==> src/rtl/dtw_result_filter.sv <==
// dtw_result_filter: reduces one DTW read (a stream of cost/position beats)
// to a single result word holding the minimum cost, the position where it
// first occurred and a threshold match flag. It also keeps running counts
// of emitted and matched results.
module dtw_result_filter #(
   parameter int AXIS_DATA_WIDTH = 32,
   parameter int COST_WIDTH      = 16,
   parameter int POS_WIDTH       = 15
) (
   input  logic                       clk,
   input  logic                       rst,
   input  logic                       i_axis_tvalid,
   output logic                       o_axis_tready,
   input  logic [AXIS_DATA_WIDTH-1:0] i_axis_tdata,
   input  logic                       i_axis_tlast,
   input  logic                       i_axis_tuser,
   output logic                       o_res_tvalid,
   input  logic                       i_res_tready,
   output logic [AXIS_DATA_WIDTH-1:0] o_res_tdata,
   output logic                       o_res_tlast,
   input  logic [COST_WIDTH-1:0]      i_threshold,
   input  logic                       i_stat_clear,
   output logic [31:0]                o_reads_total,
   output logic [31:0]                o_reads_matched,
   output logic                       o_busy
);

   typedef enum logic [1:0] {
      IDLE  = 2'd0,
      ACCUM = 2'd1,
      EMIT  = 2'd2
   } state_t;

   state_t                       state_r, state_next_s;
   logic [COST_WIDTH-1:0]        min_cost_r, min_cost_next_s;
   logic [POS_WIDTH-1:0]         min_pos_r, min_pos_next_s;
   logic                         res_valid_r, res_valid_next_s;
   logic [AXIS_DATA_WIDTH-1:0]   res_data_r, res_data_next_s;
   logic                         tready_r;
   logic                         busy_r;
   logic [31:0]                  total_r, total_next_s;
   logic [31:0]                  matched_r, matched_next_s;

   logic [COST_WIDTH-1:0]        beat_cost_s;
   logic [POS_WIDTH-1:0]         beat_pos_s;
   logic                         accept_s;
   logic                         handshake_s;
   logic                         take_beat_s;
   logic [COST_WIDTH-1:0]        sel_cost_s;
   logic [POS_WIDTH-1:0]         sel_pos_s;
   logic                         match_s;
   logic [AXIS_DATA_WIDTH-1:0]   res_word_s;
   logic                         unused_s;

   // Bit 31 of the beat and tuser carry no meaning for the result.
   assign unused_s = &{1'b0, i_axis_tdata[AXIS_DATA_WIDTH-1], i_axis_tuser};

   assign beat_cost_s  = i_axis_tdata[COST_WIDTH-1:0];
   assign beat_pos_s   = i_axis_tdata[COST_WIDTH +: POS_WIDTH];
   assign accept_s     = i_axis_tvalid & tready_r;
   assign handshake_s  = res_valid_r & i_res_tready;

   // First beat of a read always loads; later beats win only on a strictly
   // lower cost so ties keep the earliest position.
   assign take_beat_s  = (state_r == IDLE) || (beat_cost_s < min_cost_r);
   assign sel_cost_s   = take_beat_s ? beat_cost_s : min_cost_r;
   assign sel_pos_s    = take_beat_s ? beat_pos_s  : min_pos_r;
   assign match_s      = (sel_cost_s < i_threshold);

   // Assemble the result word from the minimum that includes the current beat.
   always_comb begin
      res_word_s                              = {AXIS_DATA_WIDTH{1'b0}};
      res_word_s[COST_WIDTH-1:0]              = sel_cost_s;
      res_word_s[COST_WIDTH +: POS_WIDTH]     = sel_pos_s;
      res_word_s[AXIS_DATA_WIDTH-1]           = match_s;
   end

   // Next-state logic: accumulate the minimum, latch the result on tlast,
   // hold it in EMIT until the downstream handshake.
   always_comb begin
      state_next_s     = state_r;
      min_cost_next_s  = min_cost_r;
      min_pos_next_s   = min_pos_r;
      res_valid_next_s = res_valid_r;
      res_data_next_s  = res_data_r;
      case (state_r)
         IDLE, ACCUM: begin
            if (accept_s) begin
               min_cost_next_s = sel_cost_s;
               min_pos_next_s  = sel_pos_s;
               if (i_axis_tlast) begin
                  state_next_s     = EMIT;
                  res_valid_next_s = 1'b1;
                  res_data_next_s  = res_word_s;
               end else begin
                  state_next_s     = ACCUM;
               end
            end else begin
               state_next_s = state_r;
            end
         end
         EMIT: begin
            if (handshake_s) begin
               state_next_s     = IDLE;
               res_valid_next_s = 1'b0;
            end else begin
               state_next_s     = EMIT;
            end
         end
         default: begin
            state_next_s     = IDLE;
            res_valid_next_s = 1'b0;
         end
      endcase
   end

   // Statistics counters; a clear strobe overrides a coincident handshake.
   always_comb begin
      total_next_s   = total_r;
      matched_next_s = matched_r;
      if (i_stat_clear) begin
         total_next_s   = 32'd0;
         matched_next_s = 32'd0;
      end else if (handshake_s) begin
         total_next_s   = total_r + 32'd1;
         matched_next_s = matched_r + {31'd0, res_data_r[AXIS_DATA_WIDTH-1]};
      end else begin
         total_next_s   = total_r;
         matched_next_s = matched_r;
      end
   end

   // State, datapath and output registers with synchronous reset.
   always_ff @(posedge clk) begin
      if (rst) begin
         state_r     <= IDLE;
         min_cost_r  <= {COST_WIDTH{1'b0}};
         min_pos_r   <= {POS_WIDTH{1'b0}};
         res_valid_r <= 1'b0;
         res_data_r  <= {AXIS_DATA_WIDTH{1'b0}};
         tready_r    <= 1'b1;
         busy_r      <= 1'b0;
         total_r     <= 32'd0;
         matched_r   <= 32'd0;
      end else begin
         state_r     <= state_next_s;
         min_cost_r  <= min_cost_next_s;
         min_pos_r   <= min_pos_next_s;
         res_valid_r <= res_valid_next_s;
         res_data_r  <= res_data_next_s;
         tready_r    <= (state_next_s != EMIT);
         busy_r      <= (state_next_s != IDLE);
         total_r     <= total_next_s;
         matched_r   <= matched_next_s;
      end
   end

   assign o_axis_tready   = tready_r;
   assign o_res_tvalid    = res_valid_r;
   assign o_res_tdata     = res_data_r;
   assign o_res_tlast     = 1'b1;
   assign o_reads_total   = total_r;
   assign o_reads_matched = matched_r;
   assign o_busy          = busy_r;

endmodule

==> config.mk <==
export PLATFORM = sky130hd
export DESIGN_NAME = dtw_result_filter
export DESIGN_NICKNAME = d
export VERILOG_FILES = /design/src/rtl/dtw_result_filter.sv
export SDC_FILE = /design/constraint.sdc
export NUM_CORES = 1
export LEC_CHECK = 0
export BUFFER_PORTS_ARGS = -buffer_cell sky130_fd_sc_hd__buf_2
export CAP_MARGIN = 15
export CORE_UTILIZATION = 54
export DETAILED_ROUTE_END_ITERATION = 6
export PLACE_DENSITY_LB_ADDON = 0.1
export SETUP_SLACK_MARGIN = 0.3
export SYNTH_ARGS = -nofsm -noshare
export SYNTH_HDL_FRONTEND = slang
export SYNTH_SLANG_ARGS = --single-unit
==> constraint.sdc <==
create_clock -name clk -period 5.2 [get_ports clk]
set_clock_uncertainty 0.05 [all_clocks]
set_input_delay 0.78 -clock clk [delete_from_list [all_inputs] [get_ports clk]]
set_output_delay 0.78 -clock clk [all_outputs]
set_load 0.02 [all_outputs]
==> out/qor.txt, run 1 <==
Critical Path RT - 5.49 ns
Sequential fraction of the synthesis area - 0.3991
Die width - 112.7 um
Worst-Skew Late Latency - 0.41 ns
Vias - 5,385
Layout cells sized above 1 - 0.2443
Design area - 8107 um2
Outcome - complete, no violations
Met1 usage - 0.2988
Slew margin rel. - 0.4715
PwrDens - 339.7 nW/um2
I/O pins - 155
Slowest cell on the critical path - buf_4
Largest net degree at the start of global routing - 78
Final-report setup violation count - 0
Ant diodes - 0
Period utilisation layout - 0.7483
DRT Pass-1 Iters - 4
Slowest stage delay, CP - 0.50 ns
Layout Cells excl Fill - 1,031
Post CTS Setup Buffer Count - 0
Remaining antenna violation count - 0
Fin crit period - 3.891 ns
Layout area overhead - 22.43%
Tot GR Track Use - 0.2397
Synthesized flop and latch total - 132
CP Buf/Inv Count - 2
Mean Syn Cell Area - 9.095 um2
Chip Height - 112.7 um
CP max FO - 27
First-pass GRT wire length - 24.18 mm
CTS Hold Buffers Added - 0
Unrepaired setup endpoints after global routing - no
Commonest non-fill, non-tap cells in the layout - 151 x buf_2, 132 x dfxtp_1, 123 x nor2_1, 64 x nand2b_1, 49 x xor2_1
Placed Instances - 998
WL per Instance - 14.17 um
Cells after Synth - 728
Buffers on Ports - 151
Setup TNS - 0 ns
Clk sinks - 132
Dpl cell area - 7421 um2
# DRC - 0
Grt met2 use - 0.3992
GR Overflow Total - 0
Ys Warns - 0
Capturing element type of the critical path - flop
GP Congestion - 0.8261
CTS tree - done
Met3 Use GR - 0.05035
Synthesized cell area - 6621 um2
Fillers - 953
Max IR drop VDD - 0.2410 mV
Worst path top cell family by delay - compound AO/OA/AOI/OAI gates
Total Die Area - 12,710 um2
Initial DRC count - 296
Core Region - 11,960 um2
Row cnt - 40
DR vias/cell - 5.223
Drt total wl - 14.61 mm
Vias in the first global route - 5,161
Commonest non-fill, non-tap cell in the layout - buf_2
Leak - 3.587 nW
Fin. Hold Viols - 0
Post-synth cell types - 50
Max-cap violations - 0
Worst-Margin Slew - 0.7886 ns
Nets - 959
Type of origin of the critical path - primary input
Critical-path cell list - buf_2, ha_1, nand4_1, nor3_1, a2111oi_4, a31oi_4, buf_4, mux2_4, ha_1, a21o_1, nand3_1, a21oi_1, a211oi_1, nand3_1, o21ai_1
Fin. max-slew vios - 0
Initial Util - 0.5536
DPL Wire Length - 10.41 mm
CTS Root Cell - clkbuf_16
Clock buffer count from CTS - 17
Cts repair resizes - 0
# H-tree levels - 4
Clock Path Buffers - 2
Crit path kind - primary input to flop
Synthesized Nets - 816
Arrival @ worst endpoint - 4.18 ns
Final Util - 0.6777
GR peak layer - met2
Initial antenna violation count - 0
Worst min-delay path class - flop to flop
Achievable Freq - 257.0 MHz
Clk slew on worst S/H paths - 0.05 ns
[worst register-to-register path, delay by kind of cell (launching register included)]
kind,cells,cell delay (ns)
buffers and inverters,2,0.55
multiplexers,1,0.38
AO/OA/AOI/OAI,6,1.06
AND/OR/NAND/NOR,4,0.70
adder cells (fa/ha/maj),2,0.63
flip-flops,1,0.35
[final cells by class]
class	count	area (um2)	area share
sequential	132	2643	0.3260
multi-input combinational	529	3674	0.4532
clock inverter	13	205.2	0.02531
inverter	34	127.6	0.01574
tap	147	183.9	0.02269
timing repair buffer	157	820.8	0.1013
clock buffer	19	452.9	0.05587
[through the flow]
step	total power, mW	hold slack (ns)	setup WS [ns]
finish	2.753	0.4207	1.309
detailed placement	1.453	0.4177	0.8728
CTS	2.781	0.4277	1.311
global placement	1.441	0.4073	0.9335
global route	2.866	0.4574	0.9622
floorplan	1.362	0.3983	1.328
[metal layers]
layer / up-vias / part of all wire
met5: - / 0
met4: 0 / 0.019
met3: 21 / 0.038
met2: 118 / 0.49
met1: 2510 / 0.46
li1: 2736 / -
[cell families after synthesis]
group / count (synthesis) / synth area share
buffers and inverters: 67 / 0.04686
DFF: 132 / 0.3991
other: 1 / 0.0005663
adders and majority gates: 33 / 0.06236
muxes: 62 / 0.1047
AOI/OAI and AO/OA: 67 / 0.07672
xor gates and xnor gates: 59 / 0.07804
and+or+nand+nor: 307 / 0.2317
[cell usage after synthesis (all sizes together)]
| cell | instances | area, um2 |
|---|---|---|
| a2111o | 1 | 11.26 |
| a211oi | 19 | 155.2 |
| a21o | 5 | 37.54 |
| nor3b | 2 | 15.01 |
| a221o | 1 | 10.01 |
| nand4 | 19 | 125.1 |
| mux2i | 46 | 460.4 |
| inv | 34 | 127.6 |
| nor4 | 4 | 31.28 |
| nor3 | 4 | 20.02 |
| buf | 11 | 100.1 |
| a31oi | 1 | 21.27 |
| and3 | 11 | 70.07 |
| xor2 | 49 | 429.2 |
| dfxtp | 132 | 2643 |
| xnor2 | 10 | 87.58 |
| and2 | 2 | 12.51 |
| or3 | 3 | 23.77 |
| nand2 | 33 | 126.4 |
| nor2 | 123 | 461.7 |
| or2 | 2 | 12.51 |
| a2111oi | 1 | 27.53 |
| nand2b | 64 | 400.4 |
| o21ai | 8 | 40.03 |
| nand4b | 1 | 8.760 |
| nand3 | 32 | 165.2 |
| mux2 | 16 | 232.7 |
| clkbuf | 22 | 82.58 |
| and4 | 7 | 61.31 |
| ha | 33 | 412.9 |
| conb | 1 | 3.750 |
| a221oi | 1 | 8.760 |
| o21a | 17 | 127.6 |
| a21oi | 12 | 60.06 |
| o2111ai | 1 | 8.760 |
[state kept, by name, summed over array words and instances (netlist names)]
| name | cells |
|---|---|
| o_reads_matched | 32 |
| o_reads_total | 32 |
| o_res_tdata | 32 |
| min_cost_r | 16 |
| min_pos_r | 15 |
| state_r | 2 |
| o_axis_tready | 1 |
| o_busy | 1 |
| o_res_tvalid | 1 |
[path summary, 6_finish.rpt]
check	start	slack [ns]	end	cells after the start
max	i_axis_tdata[15]	1.31	o_res_tdata[31]	15
max reg2reg	min_cost_r[15]	1.42	o_res_tdata[31]	15
min reg2reg	min_pos_r[2]	0.42	min_pos_r[2]	2
min	min_pos_r[2]	0.42	min_pos_r[2]	2
[power by group]
| group | total (mW) | switching (mW) | leakage, nW | internal [mW] |
|---|---|---|---|---|
| registers | 1.08 | 0.0276 | 1.07 | 1.06 |
| clock network | 1.32 | 0.445 | 0.315 | 0.874 |
| logic | 0.350 | 0.195 | 2.20 | 0.155 |
| total | 2.75 | 0.667 | 3.59 | 2.09 |
(Power assumes the default switching activity.)
==> inputs of run 2 (changes only) <==
==> constraint.sdc (replaced) <==
create_clock -name clk -period 3.6 [get_ports clk]
set_clock_uncertainty 0.05 [all_clocks]
set_input_delay 0.54 -clock clk [delete_from_list [all_inputs] [get_ports clk]]
set_output_delay 0.54 -clock clk [all_outputs]
set_load 0.02 [all_outputs]
==> run 2 against run 1 <==
Routed wire length decreased by 0.23%; clock-buffer cell count increased by 7; clock power increased by 19%; total power increased by 34%; cell count increased by 0.68%; sequential power increased by 45%; register-to-register slack got worse by 1.2 ns; critical path type is now flop to flop; critical path depth decreased by 3; critical endpoint unchanged; worst hold slack got worse by 0.086 ns; flip-flop and latch count unchanged.
==> out/qor.txt, run 2 (synthesis results as in run 1) <==
Outcome - complete, no violations (unchanged)
Post CTS Setup Buffer Count - 0 (unchanged)
First-pass GRT wire length - 24.26 mm (was 24.18 mm)
Multi-input combinational cell area - 3787 um2 (was 3674 um2)
Vias - 5,502 (was 5,385)
Chip Height - 112.7 um (unchanged)
Fin. Hold Viols - 0 (unchanged)
GR Overflow Total - 0 (unchanged)
Drt total wl - 14.58 mm (was 14.61 mm)
PwrDens - 450.0 nW/um2 (was 339.7 nW/um2)
Fin crit period - 3.395 ns
Layout cells sized above 1 - 0.2593 (was 0.2443)
GP Congestion - 0.7954 (was 0.8261)
Initial antenna violation count - 0 (unchanged)
DRT Pass-1 Iters - 4 (unchanged)
# DRC - 0 (unchanged)
Final hold slack - 0.3348 ns (was 0.4207 ns)
Buffers on Ports - 151 (unchanged)
Layout area overhead - 23.49% (was 22.43%)
Fin. max-slew vios - 0 (unchanged)
I/O pins - 155 (unchanged)
# H-tree levels - 4 (unchanged)
CTS Root Cell - clkbuf_16 (unchanged)
CTS tree - done (unchanged)
Capturing element type of the critical path - flop (unchanged)
Clk sinks - 132 (unchanged)
Max IR drop VDD - 0.3204 mV (was 0.2410 mV)
Clock Path Buffers - 2 (unchanged)
Worst-Margin Slew - 0.7332 ns (was 0.7886 ns)
Achievable Freq - 294.6 MHz
Worst-Skew Late Latency - 0.42 ns (was 0.41 ns)
CP max FO - 4 (was 27)
Leak - 3.584 nW (was 3.587 nW)
Core Region - 11,960 um2 (unchanged)
Die width - 112.7 um (unchanged)
Largest net degree at the start of global routing - 71 (was 78)
Final-report setup violation count - 0 (unchanged)
CTS Hold Buffers Added - 0 (unchanged)
Slew margin rel. - 0.5075 (was 0.4715)
Tot GR Track Use - 0.2400 (was 0.2397)
Max-cap violations - 0 (unchanged)
WL per Instance - 14.05 um (was 14.17 um)
Commonest non-fill, non-tap cells in the layout - 151 x buf_2, 132 x dfxtp_1, 122 x nor2_1, 64 x nand2b_1, 49 x xor2_1 (was 151 x buf_2, 132 x dfxtp_1, 123 x nor2_1, 64 x nand2b_1, 49 x xor2_1)
Commonest non-fill, non-tap cell in the layout - buf_2 (unchanged)
Critical Path RT - 3.91 ns (was 5.49 ns)
DPL Wire Length - 10.45 mm (was 10.41 mm)
Crit path kind - flop to flop (was primary input to flop)
Register Area - 2643 um2 (unchanged)
DR vias/cell - 5.301 (was 5.223)
Vias in the first global route - 5,286 (was 5,161)
Initial DRC count - 321 (was 296)
Setup TNS - 0 ns (unchanged)
Total Die Area - 12,710 um2 (unchanged)
Row cnt - 40 (unchanged)
Initial Util - 0.5536 (unchanged)
Remaining antenna violation count - 0 (unchanged)
Ant diodes - 0 (unchanged)
Fillers - 1,005 (was 953)
Worst min-delay path class - primary input to flop (was flop to flop)
Unrepaired setup endpoints after global routing - yes (was no)
Clk slew on worst S/H paths - 0.06 ns (was 0.05 ns)
Arrival @ worst endpoint - 3.70 ns (was 4.18 ns)
Clock buffer count from CTS - 17 (unchanged)
Period utilisation layout - 0.9429
Type of origin of the critical path - flop (was primary input)
Nets - 969 (was 959)
[run 2: layout make-up]
cell class | count | area share
inverter | 34 | 0.01561
timing repair buffer | 167 | 0.1106
clock buffer | 26 | 0.06228
tap | 147 | 0.02249
clock inverter | 3 | 0.002601
sequential | 132 | 0.3232
multi-input combinational | 529 | 0.4632
[run 2: worst max-delay path, stage by stage (launching register included)]
cell      delay (ns)
dfxtp_1         0.35
inv_1           0.08
ha_4            0.28
nand4_1         0.19
or3_4           0.44
a31oi_4         0.25
mux2_2          0.40
ha_1            0.29
and4_1          0.21
a221o_1         0.31
a211oi_2        0.22
nand3_1         0.10
o21ai_1         0.13
[run 2: timing repair]
item	4_1_cts	5_1_grt
pin swaps	3	2
gates cloned	0	0
gates resized for setup	1	2
setup endpoints to repair	1	1
[run 2: per-layer routing]
layer / share of wire / GRT usage / vias up
li1: - / - / 2760
met1: 0.43 / 0.2844 / 2603
met2: 0.50 / 0.4156 / 121
met3: 0.046 / 0.05517 / 18
met4: 0.015 / 0.1058 / 0
met5: 0 / 0 / -
[run 2: final timing paths]
path | startpoint | to | slack (ns) | depth (start not counted)
max | min_cost_r[15] | o_res_tdata[31] | 0.21 | 12
min | i_axis_tdata[27] | min_pos_r[11] | 0.33 | 3
max reg2reg | min_cost_r[15] | o_res_tdata[31] | 0.21 | 12
min reg2reg | min_pos_r[6] | min_pos_r[6] | 0.42 | 2
[run 2: where the power goes]
part           internal [mW]  switching [mW]  total [mW]
combinational          0.253           0.291       0.544
clock                  0.959           0.609        1.57
sequential              1.53          0.0409        1.57
[run 2: stage by stage]
| step | total power [mW] | cells | setup slack, ns | area [um2] | util |
|---|---|---|---|---|---|
| 2_1_floorplan | 1.984 | 728 | 0.2471 | 6728 | - |
| 3_3_place_gp | 2.121 | 1009 | -0.0004581 | 7635 | 0.6383 |
| 3_5_place_dp | 2.140 | 1009 | -0.07743 | 7635 | 0.6383 |
| 4_1_cts | 3.710 | 1038 | 0.1928 | 8170 | 0.6831 |
| 5_1_grt | 3.832 | 1038 | 0.04359 | 8177 | 0.6836 |
| 6_report | 3.680 | 1038 | 0.2054 | 8177 | 0.6836 |
